### src/rtl/multiplicador_32_bits_pkg.sv
// Shared constants and state encoding for the 32x32 shift-and-add multiplier.
package multiplicador_32_bits_pkg;

    localparam int unsigned OP_W   = 32;
    localparam int unsigned PROD_W = 2 * OP_W;
    localparam int unsigned ITER_N = 32;
    localparam int unsigned CNT_W  = 6;

    typedef enum logic [1:0] {
        IDLE = 2'd0,
        CALC = 2'd1,
        DONE = 2'd2
    } state_e;

endpackage

### src/rtl/somador_32_bits.sv
// 32-bit ripple adder with carry-in/out; Signal reports the sign bit of the sum.
module somador_32_bits (
    input  logic [31:0] A,
    input  logic [31:0] B,
    input  logic        Cin,
    output logic [31:0] S,
    output logic        Cout,
    output logic        Signal
);

    assign {Cout, S} = 33'(A) + 33'(B) + 33'(Cin);
    assign Signal    = S[31];

endmodule

### src/rtl/multiplicador_32_bits.sv
// Unsigned 32x32 -> 64 sequential multiplier, one shift-and-add step per CALC cycle.
module multiplicador_32_bits
    import multiplicador_32_bits_pkg::*;
(
    input  logic              clk,
    input  logic              rst_n,
    input  logic              start,
    input  logic [OP_W-1:0]   A,
    input  logic [OP_W-1:0]   B,
    output logic              busy,
    output logic              done,
    output logic [PROD_W-1:0] P,
    output logic              overflow
);

    state_e              state_q, state_d;
    logic [CNT_W-1:0]    cnt_q, cnt_d;
    logic [PROD_W-1:0]   acc_q, acc_d;
    logic [OP_W-1:0]     mcand_q, mcand_d;
    logic                busy_q, busy_d;
    logic                done_q, done_d;
    logic [PROD_W-1:0]   p_q, p_d;
    logic                ovf_q, ovf_d;

    logic [OP_W-1:0]     addend;
    logic [OP_W-1:0]     add_sum;
    logic                add_cout;
    logic                add_signal_unused;
    logic [PROD_W-1:0]   shifted;

    // Multiplier LSB selects whether the multiplicand is accumulated this step
    assign addend = acc_q[0] ? mcand_q : '0;

    somador_32_bits u_somador (
        .A      (acc_q[PROD_W-1:OP_W]),
        .B      (addend),
        .Cin    (1'b0),
        .S      (add_sum),
        .Cout   (add_cout),
        .Signal (add_signal_unused)
    );

    // Carry-out re-enters at bit 63 as the 65-bit {cout,sum,low} value shifts right
    assign shifted = {add_cout, add_sum, acc_q[OP_W-1:1]};

    always_comb begin
        state_d = state_q;
        cnt_d   = cnt_q;
        acc_d   = acc_q;
        mcand_d = mcand_q;
        p_d     = p_q;
        ovf_d   = ovf_q;

        case (state_q)
            IDLE: begin
                if (start) begin
                    state_d = CALC;
                    mcand_d = A;
                    acc_d   = {OP_W'(0), B};
                    cnt_d   = '0;
                end
            end
            CALC: begin
                acc_d = shifted;
                if (cnt_q == CNT_W'(ITER_N - 1)) begin
                    state_d = DONE;
                    p_d     = shifted;
                    ovf_d   = |shifted[PROD_W-1:OP_W];
                end else begin
                    cnt_d = cnt_q + CNT_W'(1);
                end
            end
            DONE: begin
                state_d = IDLE;
            end
            default: begin
                state_d = IDLE;
            end
        endcase

        busy_d = (state_d == CALC);
        done_d = (state_d == DONE);
    end

    always_ff @(posedge clk) begin
        if (!rst_n) begin
            state_q <= IDLE;
            cnt_q   <= '0;
            acc_q   <= '0;
            mcand_q <= '0;
            busy_q  <= 1'b0;
            done_q  <= 1'b0;
            p_q     <= '0;
            ovf_q   <= 1'b0;
        end else begin
            state_q <= state_d;
            cnt_q   <= cnt_d;
            acc_q   <= acc_d;
            mcand_q <= mcand_d;
            busy_q  <= busy_d;
            done_q  <= done_d;
            p_q     <= p_d;
            ovf_q   <= ovf_d;
        end
    end

    assign busy     = busy_q;
    assign done     = done_q;
    assign P        = p_q;
    assign overflow = ovf_q;

endmodule
### config.mk
export PLATFORM = sky130hd
export DESIGN_NAME = multiplicador_32_bits
export DESIGN_NICKNAME = d
export VERILOG_FILES = /design/src/rtl/multiplicador_32_bits_pkg.sv /design/src/rtl/somador_32_bits.sv /design/src/rtl/multiplicador_32_bits.sv
export SDC_FILE = /design/constraint.sdc
export NUM_CORES = 1
export LEC_CHECK = 0
export CAP_MARGIN = 30
export CELL_PAD_IN_SITES_DETAIL_PLACEMENT = 1
export CELL_PAD_IN_SITES_GLOBAL_PLACEMENT = 1
export CORE_ASPECT_RATIO = 1.1
export CORE_UTILIZATION = 43
export CTS_CLUSTER_DIAMETER = 150
export DETAILED_ROUTE_END_ITERATION = 12
export GPL_TIMING_DRIVEN = 0
export PLACE_DENSITY_LB_ADDON = 0.1
export SLEW_MARGIN = 30
export SYNTH_ARGS = -nofsm -noshare
export SYNTH_HDL_FRONTEND = slang
export SYNTH_SLANG_ARGS = --single-unit
export TNS_END_PERCENT = 10
### constraint.sdc
create_clock -name clk -period 6.2 [get_ports clk]
set_clock_uncertainty 0.05 [all_clocks]
set_input_delay 1.55 -clock clk [delete_from_list [all_inputs] [get_ports clk]]
set_output_delay 1.55 -clock clk [all_outputs]
set_load 0.1 [all_outputs]
# Word level (Yosys, flattened, before mapping)

Cells that the tools add are included.

Register bits: 171
Output and inout bits: 67

Add/subtract/negate cells: 2
Equality and inequality tests: 6
Mux-type cells: 9
Reductions and logical operators: 7

Operators with widths:

| cell                | count |
|---|---|
| $pmux 64 s2         | 1 |
| $mux 64             | 1 |
| $add 32x32->33      | 1 |
| $mux 32             | 1 |
| $reduce_or 32->1    | 1 |
| $mux 6              | 2 |
| $pmux 6 s2          | 1 |
| $add 6x1->6 const B | 1 |
| $eq 6x5->1 const B  | 1 |
| $reduce_and 2->1    | 3 |
| $eq 2x1->1 const B  | 2 |
| $mux 2              | 2 |
| $ne 2x2->1 const B  | 2 |
| $pmux 2 s2          | 1 |
| $reduce_and 3->1    | 1 |
| $eq 2x2->1 const B  | 1 |
| $logic_not 2->1     | 1 |
| $reduce_bool 2->1   | 1 |

# Longest topological paths before layout

Gate-level depths: netlist of the first run.

Depth after elaboration: 4
Gate-level depth with buffers: 14

# By module

Synthesis of the first run repeated with hierarchy kept, for this count alone.

Cells, all modules: 1044
Area, all modules: 8224.1 sq um

By module, submodules not included:

| module                | instances | cells an instance | area an instance (sq um) | sequential area each (sq um) |
|---|---|---|---|---|
| multiplicador_32_bits | 1         | 806               | 6502.5                   | 3423.3 |
| somador_32_bits       | 1         | 238               | 1721.7                   | 0.0 |

# Least setup slack after synthesis of the first run

Ideal clock, no wire load.

Path kind: register to register
From: register acc_q[0]
To: register ovf_q (netlist: overflow)
Arrival: 3.015 ns
Setup slack: 3.011 ns
Cell stages (with the launch flop): 14
Buffers on the path: 1
Cells stage by stage: dfxtp_1 clkbuf_1 nand2_1 fa_1 nand2b_1 a211oi_2 o21ai_2 xnor2_1 or4_1 nor4_1 and4_1 nand4b_1 nor4_1 a21oi_1

Cells in the longest elaborated chain, start to end: 3

Ends and longest elaborated chain:

| element                | RTL line                     | source |
|---|---|---|
| from (decl)            | multiplicador_32_bits.sv:18  | `logic [PROD_W-1:0] acc_q, acc_d;` |
| from (signal assigned) | multiplicador_32_bits.sv:89  | `acc_q <= '0;` |
| from (signal assigned) | multiplicador_32_bits.sv:98  | `acc_q <= acc_d;` |
| $mux 32                | multiplicador_32_bits.sv:32  | `assign addend = acc_q[0] ? mcand_q : '0;` |
| $add 32x32->33         | somador_32_bits.sv:11        | `assign {Cout, S} = 33'(A) + 33'(B) + 33'(Cin);` |
| $reduce_or 32->1       | multiplicador_32_bits.sv:68  | `ovf_d = \|shifted[PROD_W-1:OP_W];` |
| to (signal assigned)   | multiplicador_32_bits.sv:103 | `ovf_q <= ovf_d;` |
| to (decl)              | multiplicador_32_bits.sv:23  | `logic ovf_q, ovf_d;` |

No other way between the ends.
A chain may end at the register's enable or synchronous reset.

# Worst setup path in the final report of the first run

Ends and elaborated chain as after synthesis.

==> results.json, run 1 <==
{
  "track_usage": 0.277,
  "synth.top_cell.area_share": 0.410,
  "synth-seq-cells": 171,
  "ys_seq_area_frac": 0.410,
  "area_growth_pct": 27.1,
  "netlist_area_sq_um": 8340,
  "clk_pin_slew_ps": 70,
  "drive_above_1_share": 0.0435,
  "critical_path_class": "flop to flop",
  "tightestPinTransition_ps": 1020,
  "finalWirelength_microns": 27200,
  "async_flop_share": 0,
  "postCtsSetupBuffers": 0,
  "crit_path_start_kind": "flop",
  "max-slew-margin-rel": 0.319,
  "io_pins": 134,
  "power.density_nw_per_um2": 241,
  "fin_tns_setup_ps": 0,
  "layout_min_cycle_time_ps": 4480,
  "die_w_microns": 135,
  "cp_max_fo": 10,
  "reg2reg_depth": 13,
  "hp-class": "flop to flop",
  "r2r-start": "acc_q[0]$_SDFFE_PN0P_",
  "maxCapViolations": 0,
  "rsz0062_at_grt": "no",
  "antenna_found_initial": 0,
  "drt_pre_antenna_iters": 7,
  "critPathArrivalTime_ps": 4750,
  "grt_max_degree": 17,
  "filler_cell_count": 2377,
  "synthCells": 1077,
  "nets": 1330,
  "die_h_microns": 148,
  "setup.worst_path.start": "acc_q[0]$_SDFFE_PN0P_",
  "cts_hold_buf": 0,
  "crit_path_end": "overflow$_SDFFE_PN0P_",
  "drt-wirelength-per-cell_microns": 18.3,
  "grt_pass1_wl_microns": 43100,
  "synthesis.nets": 1178,
  "swShare": 0.256,
  "cts_resized": 0,
  "power_frac_comb": 0.088,
  "num_antenna_cells": 0,
  "setup_ws_ps": 1720,
  "hold_viol_final": 0,
  "cp_num_cells": 13,
  "stdcell_count": 1488,
  "synth.area.top_cells": "dfxtp_1 (41%), nand2_1 (12%), a21oi_1 (7.8%)",
  "gp_congestion": 0.883,
  "p_clk_frac": 0.461,
  "die_area_sq_um": 20000,
  "cp_cell_sequence": "clkbuf_1 -> nand2_1 -> fa_1 -> nand2b_1 -> a211oi_2 -> o21ai_2 -> xnor2_1 -> or4_1 -> nor4_1 -> and4_1 -> nand4b_1 -> nor4_1 -> a21oi_1",
  "hpwl_microns": 20000,
  "p_leak_nw": 3.98,
  "cp.required_ps": 6470,
  "rows": 53,
  "synth_top_area_cell": "dfxtp_1",
  "seq_power_share": 0.451,
  "critical-path-top-delay-family": "simple AND/OR/NAND/NOR gates",
  "drc_errors": 0,
  "ir_worst_vdd_v": 0.000204,
  "drtIter0Drc": 363,
  "placed_cell_area_sq_um": 9980,
  "cp_num_buf_inv": 1,
  "r2r_end": "overflow$_SDFFE_PN0P_",
  "clock_sinks": 171,
  "drtAntennaViolNets": 0,
  "crit_path_end_kind": "flop",
  "htreeDepth": 4,
  "core_sq_um": 19000,
  "r2r_slack_ps": 1720,
  "crit_top_cell": "nor4_1",
  "utilization": 0.557,
  "min_period_over_period": 0.723,
  "via_per_inst": 5.56,
  "yosys.cell_types.count": 60,
  "fmax_mhz": 223,
  "design_area_sq_um": 10600,
  "cts_tree": "yes",
  "outcome": "complete, no violations",
  "cp_slowest_cell": "or4_1",
  "ys.flop_type": "dfxtp_1",
  "power_switching_mw": 0.656,
  "numCtsBuffers": 17,
  "pre_cts_ws_ps": 1870,
  "cts_max_path_buffers": 2,
  "clk_latency_ps": 440,
  "p_int_mw": 1.90,
  "initial_core_util": 0.438,
  "cts-root-buf": "clkbuf_16",
  "finalSetupViolations": 0,
  "dr_total_vias": 8267,
  "grt_pass1_vias": 8462,
  "dp.cells": 1457,
  "finalMaxSlewViolations": 0,
  "yosys_warnings": 0,
  "port_buffers": 133,
  "syn_area_per_cell_sq_um": 7.75,
  "grt_overflow": 0,
  "cpPeakStageDelay_ps": 590,
  "synth_edf_count": 0
}
[state kept, by name, indices dropped and copies added (netlist names)]
register  count
acc_q        64
done          1
P            64
mcand_q      32
cnt_q         6
state_q       2
busy          1
overflow      1
[Yosys cell counts, types with 2 or more instances]
cell and number:
or3_1 2, a22oi_1 26, buf_1 4, nand4_1 4
a21boi_0 3, nor2b_1 29, a21oi_1 130, or2_2 3
nand4b_1 2, nor2_1 77, ha_1 33, o21ai_0 30
a311oi_1 33, dfxtp_1 171, clkbuf_1 70, a211oi_2 3
and4_1 2, nor3_1 12, o21bai_1 5, o21ai_1 5
o221a_2 2, nor4_1 2, o211a_1 2, xnor2_1 16
a41oi_1 2, a31oi_1 4, o21a_1 4, nand2_1 273
nor3b_1 3, xor2_1 9, a21o_1 10, inv_1 13
nand2b_1 2, and2_1 40, nand3_1 12, a221oi_1 2
o211ai_1 2, a211oi_1 8, and3_1 6
[metal layers]
layer  share of wire  vias up  track usage  wire, microns
met3           0.032       56       0.0375            876
met2            0.52      187        0.514          14100
met1            0.42     4023        0.312          11400
met5               0        -            0              0
met4           0.030        0        0.121            827
li1                -     4001            -              -
[placed cells by master (no fill, tap or decap), types with 13 or more instances in the layout]
| cell | instances |
|---|---|
| a22oi_1 | 26 |
| clkbuf_1 | 70 |
| and2_1 | 40 |
| a311oi_1 | 33 |
| xnor2_1 | 16 |
| nand2_1 | 273 |
| nor2b_1 | 29 |
| dfxtp_1 | 171 |
| nor2_1 | 77 |
| ha_1 | 33 |
| o21ai_0 | 30 |
| inv_1 | 13 |
| a21oi_1 | 130 |
| clkbuf_16 | 17 |
| clkdlybuf4s50_1 | 130 |
[worst min-delay path by stage]
stage               cells after the start                  endpoint                     start
detailed placement                      2  mcand_q[27]$_SDFFE_PN0P_  mcand_q[27]$_SDFFE_PN0P_
global placement                        2  mcand_q[18]$_SDFFE_PN0P_  mcand_q[18]$_SDFFE_PN0P_
finish                                  2  mcand_q[16]$_SDFFE_PN0P_  mcand_q[16]$_SDFFE_PN0P_
global route                            2  mcand_q[12]$_SDFFE_PN0P_  mcand_q[12]$_SDFFE_PN0P_
floorplan                               2   mcand_q[0]$_SDFFE_PN0P_   mcand_q[0]$_SDFFE_PN0P_
CTS                                     2  mcand_q[27]$_SDFFE_PN0P_  mcand_q[27]$_SDFFE_PN0P_
[power by group through the flow]
stage                     sequential (mW)  combinational (mW)  clock, mW
after floorplan                      1.17               0.122          0
after global placement               1.18               0.217          0
after detailed placement             1.18               0.223          0
after CTS                            1.15               0.226       1.19
after global routing                 1.16               0.246       1.24
final                                1.15               0.225       1.18
[through the flow]
step	total power, mW	hold WS [ps]
floorplan	1.30	382
global placement	1.39	389
detailed placement	1.40	394
CTS	2.57	404
global route	2.64	419
finish	2.56	401
[final cells by class]
type                    instances  area [sq um]  area share
flip-flops and latches        171          3420       0.323
plain buffers                  76           290      0.0274
clock inverters                14           213      0.0201
clock buffers                  17           425      0.0401
inverters                      14          52.6     0.00496
repair buffers                133          1320       0.124
well taps                     247           309      0.0291
multi-input cells             816          4580       0.431
[tightest hold or removal path: stages, from the launching register on]
cell     delay (ps)
dfxtp_1         310
nand2_1          50
a21oi_1          50
[cells by family (layout without fill, tap and decap cells)]
group	count (synthesis)	count (layout)	synth area share
simple gates	476	476	0.254
compound gates	281	281	0.216
flops	171	171	0.410
buf+inv	90	254	0.0411
fa+ha+maj	34	34	0.0519
xor+xnor	25	25	0.0262
Power figures use the tool's default switching activity.
==> run 2: changes to the inputs <==
--- a/config.mk
+++ b/config.mk
@@ -9,7 +9,7 @@
 export CELL_PAD_IN_SITES_DETAIL_PLACEMENT = 1
 export CELL_PAD_IN_SITES_GLOBAL_PLACEMENT = 1
 export CORE_ASPECT_RATIO = 1.1
-export CORE_UTILIZATION = 43
+export CORE_UTILIZATION = 36
 export CTS_CLUSTER_DIAMETER = 150
 export DETAILED_ROUTE_END_ITERATION = 12
 export GPL_TIMING_DRIVEN = 0
==> constraint.sdc (replaced) <==
create_clock -name clk -period 4.1 [get_ports clk]
set_clock_uncertainty 0.05 [all_clocks]
set_input_delay 1.025 -clock clk [delete_from_list [all_inputs] [get_ports clk]]
set_output_delay 1.025 -clock clk [all_outputs]
set_load 0.1 [all_outputs]
==> run 2 against run 1 <==
- critical path depth rose by 1
- highest routed layer unchanged
- fmax up 16%
- register-to-register slack worse by 1500 ps
- total power up 47%
- die area increased by 19%
- critical path type unchanged
- combinational power is 51% higher
- critical endpoint unchanged
==> results.json, run 2 (synthesis results as in run 1) <==
{
  "outcome": "complete, no violations",
  "drtAntennaViolNets": 0,
  "power.density_nw_per_um2": 352,
  "seq_power_share": 0.462,
  "crit_path_end_kind": "flop",
  "drive_above_1_share": 0.0507,
  "cts_max_path_buffers": 2,
  "cts_hold_buf": 0,
  "final_common_cell": "nand2_1",
  "die_w_microns": 147,
  "rows": 58,
  "area_growth_pct": 28.5,
  "die_h_microns": 162,
  "dp.cells": 1511,
  "htreeDepth": 4,
  "track_usage": 0.228,
  "clk_pin_slew_ps": 70,
  "most-common-layout-cells": "nand2_1 (273), dfxtp_1 (170), a21oi_1 (130), clkdlybuf4s50_1 (130), nor2_1 (77)",
  "cp.required_ps": 4370,
  "drt-wirelength-per-cell_microns": 17.4,
  "drt_pre_antenna_iters": 5,
  "pre_cts_ws_ps": -223,
  "swShare": 0.266,
  "via_per_inst": 5.19,
  "initial_core_util": 0.366,
  "drc_errors": 0,
  "maxCapViolations": 0,
  "hpwl_microns": 20000,
  "finalMaxSlewViolations": 0,
  "power_switching_mw": 1.00,
  "port_buffers": 133,
  "grt_overflow": 0,
  "numCtsBuffers": 17,
  "cts-root-buf": "clkbuf_16",
  "critPathArrivalTime_ps": 4140,
  "finalSetupViolations": 0,
  "dr_total_vias": 8012,
  "grt_pass1_vias": 8130,
  "antenna_found_initial": 0,
  "crit_path_start_kind": "flop",
  "design_area_sq_um": 10700,
  "io_pins": 134,
  "hold_viol_final": 0,
  "p_clk_frac": 0.448,
  "utilization": 0.471,
  "ir_worst_vdd_v": 0.000242,
  "power_frac_comb": 0.090,
  "finalWirelength_microns": 26800,
  "p_int_mw": 2.77,
  "fmax_mhz": 259,
  "drtIter0Drc": 363,
  "cp_max_fo": 6,
  "setup_ws_ps": 232,
  "nets": 1331,
  "grt_pass1_wl_microns": 42600,
  "rsz0062_at_grt": "no",
  "p_total_mw": 3.77,
  "placed_cell_area_sq_um": 10100,
  "min_period_over_period": 0.943,
  "num_antenna_cells": 0,
  "p_leak_nw": 3.99,
  "core_sq_um": 22800,
  "die_area_sq_um": 23800,
  "max-slew-margin-rel": 0.306,
  "cts_tree": "yes",
  "tightestPinTransition_ps": 1040,
  "layout_min_cycle_time_ps": 3870,
  "clock_sinks": 171,
  "clk_latency_ps": 440,
  "gp_congestion": 0.867,
  "critical_path_class": "flop to flop",
  "hp-class": "flop to flop",
  "postCtsSetupBuffers": 0,
  "grt_max_degree": 18,
  "stdcell_count": 1543
}
## run 2: layout make-up
class,instances,area (sq um)
clock inverter,14,183
tap,300,375
inverter,14,52.6
buffer,76,297
fill,2793,12100
sequential,171,3430
timing repair buffer,134,1340
multi-input combinational,816,4610
clock buffer,18,429
## run 2: final timing paths
| kind | start | end | slack [ps] | cells after the start |
|---|---|---|---|---|
| max reg2reg | acc_q[0]$_SDFFE_PN0P_ | overflow$_SDFFE_PN0P_ | 230 | 14 |
| min reg2reg | mcand_q[9]$_SDFFE_PN0P_ | mcand_q[9]$_SDFFE_PN0P_ | 400 | 2 |
| min | mcand_q[9]$_SDFFE_PN0P_ | mcand_q[9]$_SDFFE_PN0P_ | 400 | 2 |
| max | acc_q[0]$_SDFFE_PN0P_ | overflow$_SDFFE_PN0P_ | 230 | 14 |
## run 2: critical path: stages (launching register included)
cell	delay [ps]
dfxtp_4	400
and2_1	140
ha_1	180
inv_1	60
fa_1	400
nand2b_1	230
a211oi_4	360
o21ai_2	160
xnor2_1	200
or4_1	600
nor4_4	210
and4_4	280
nand4b_1	140
nor4_1	250
a21oi_1	100
## run 2: power by group through the flow
| stage | registers (mW) | clock network, mW | logic (mW) |
|---|---|---|---|
| 6_report | 1.74 | 1.69 | 0.340 |
| 5_1_grt | 1.75 | 1.79 | 0.377 |
| 4_1_cts | 1.74 | 1.72 | 0.343 |
| 3_5_place_dp | 1.78 | 0 | 0.340 |
| 3_3_place_gp | 1.78 | 0 | 0.335 |
| 2_1_floorplan | 1.78 | 0 | 0.185 |
## run 2: metrics by stage
step,hold slack [ps],TNS [ps]
after floorplan,382,0
after global placement,389,-183
after detailed placement,395,-223
after CTS,404,0
after global routing,415,0
final,402,0
## run 2: metal layers
layer / track usage / wire length, microns / up-vias
met2: 0.408 / 13500 / 130
li1: - / - / 4001
met1: 0.279 / 12000 / 3858
met5: 0 / 0 / -
met4: 0.0848 / 494 / 0
met3: 0.0278 / 787 / 23
## run 2: repair_timing
action	CTS	global route
resized for setup	2	13
pin swaps	0	1
endpoints found under the setup margin	1	4
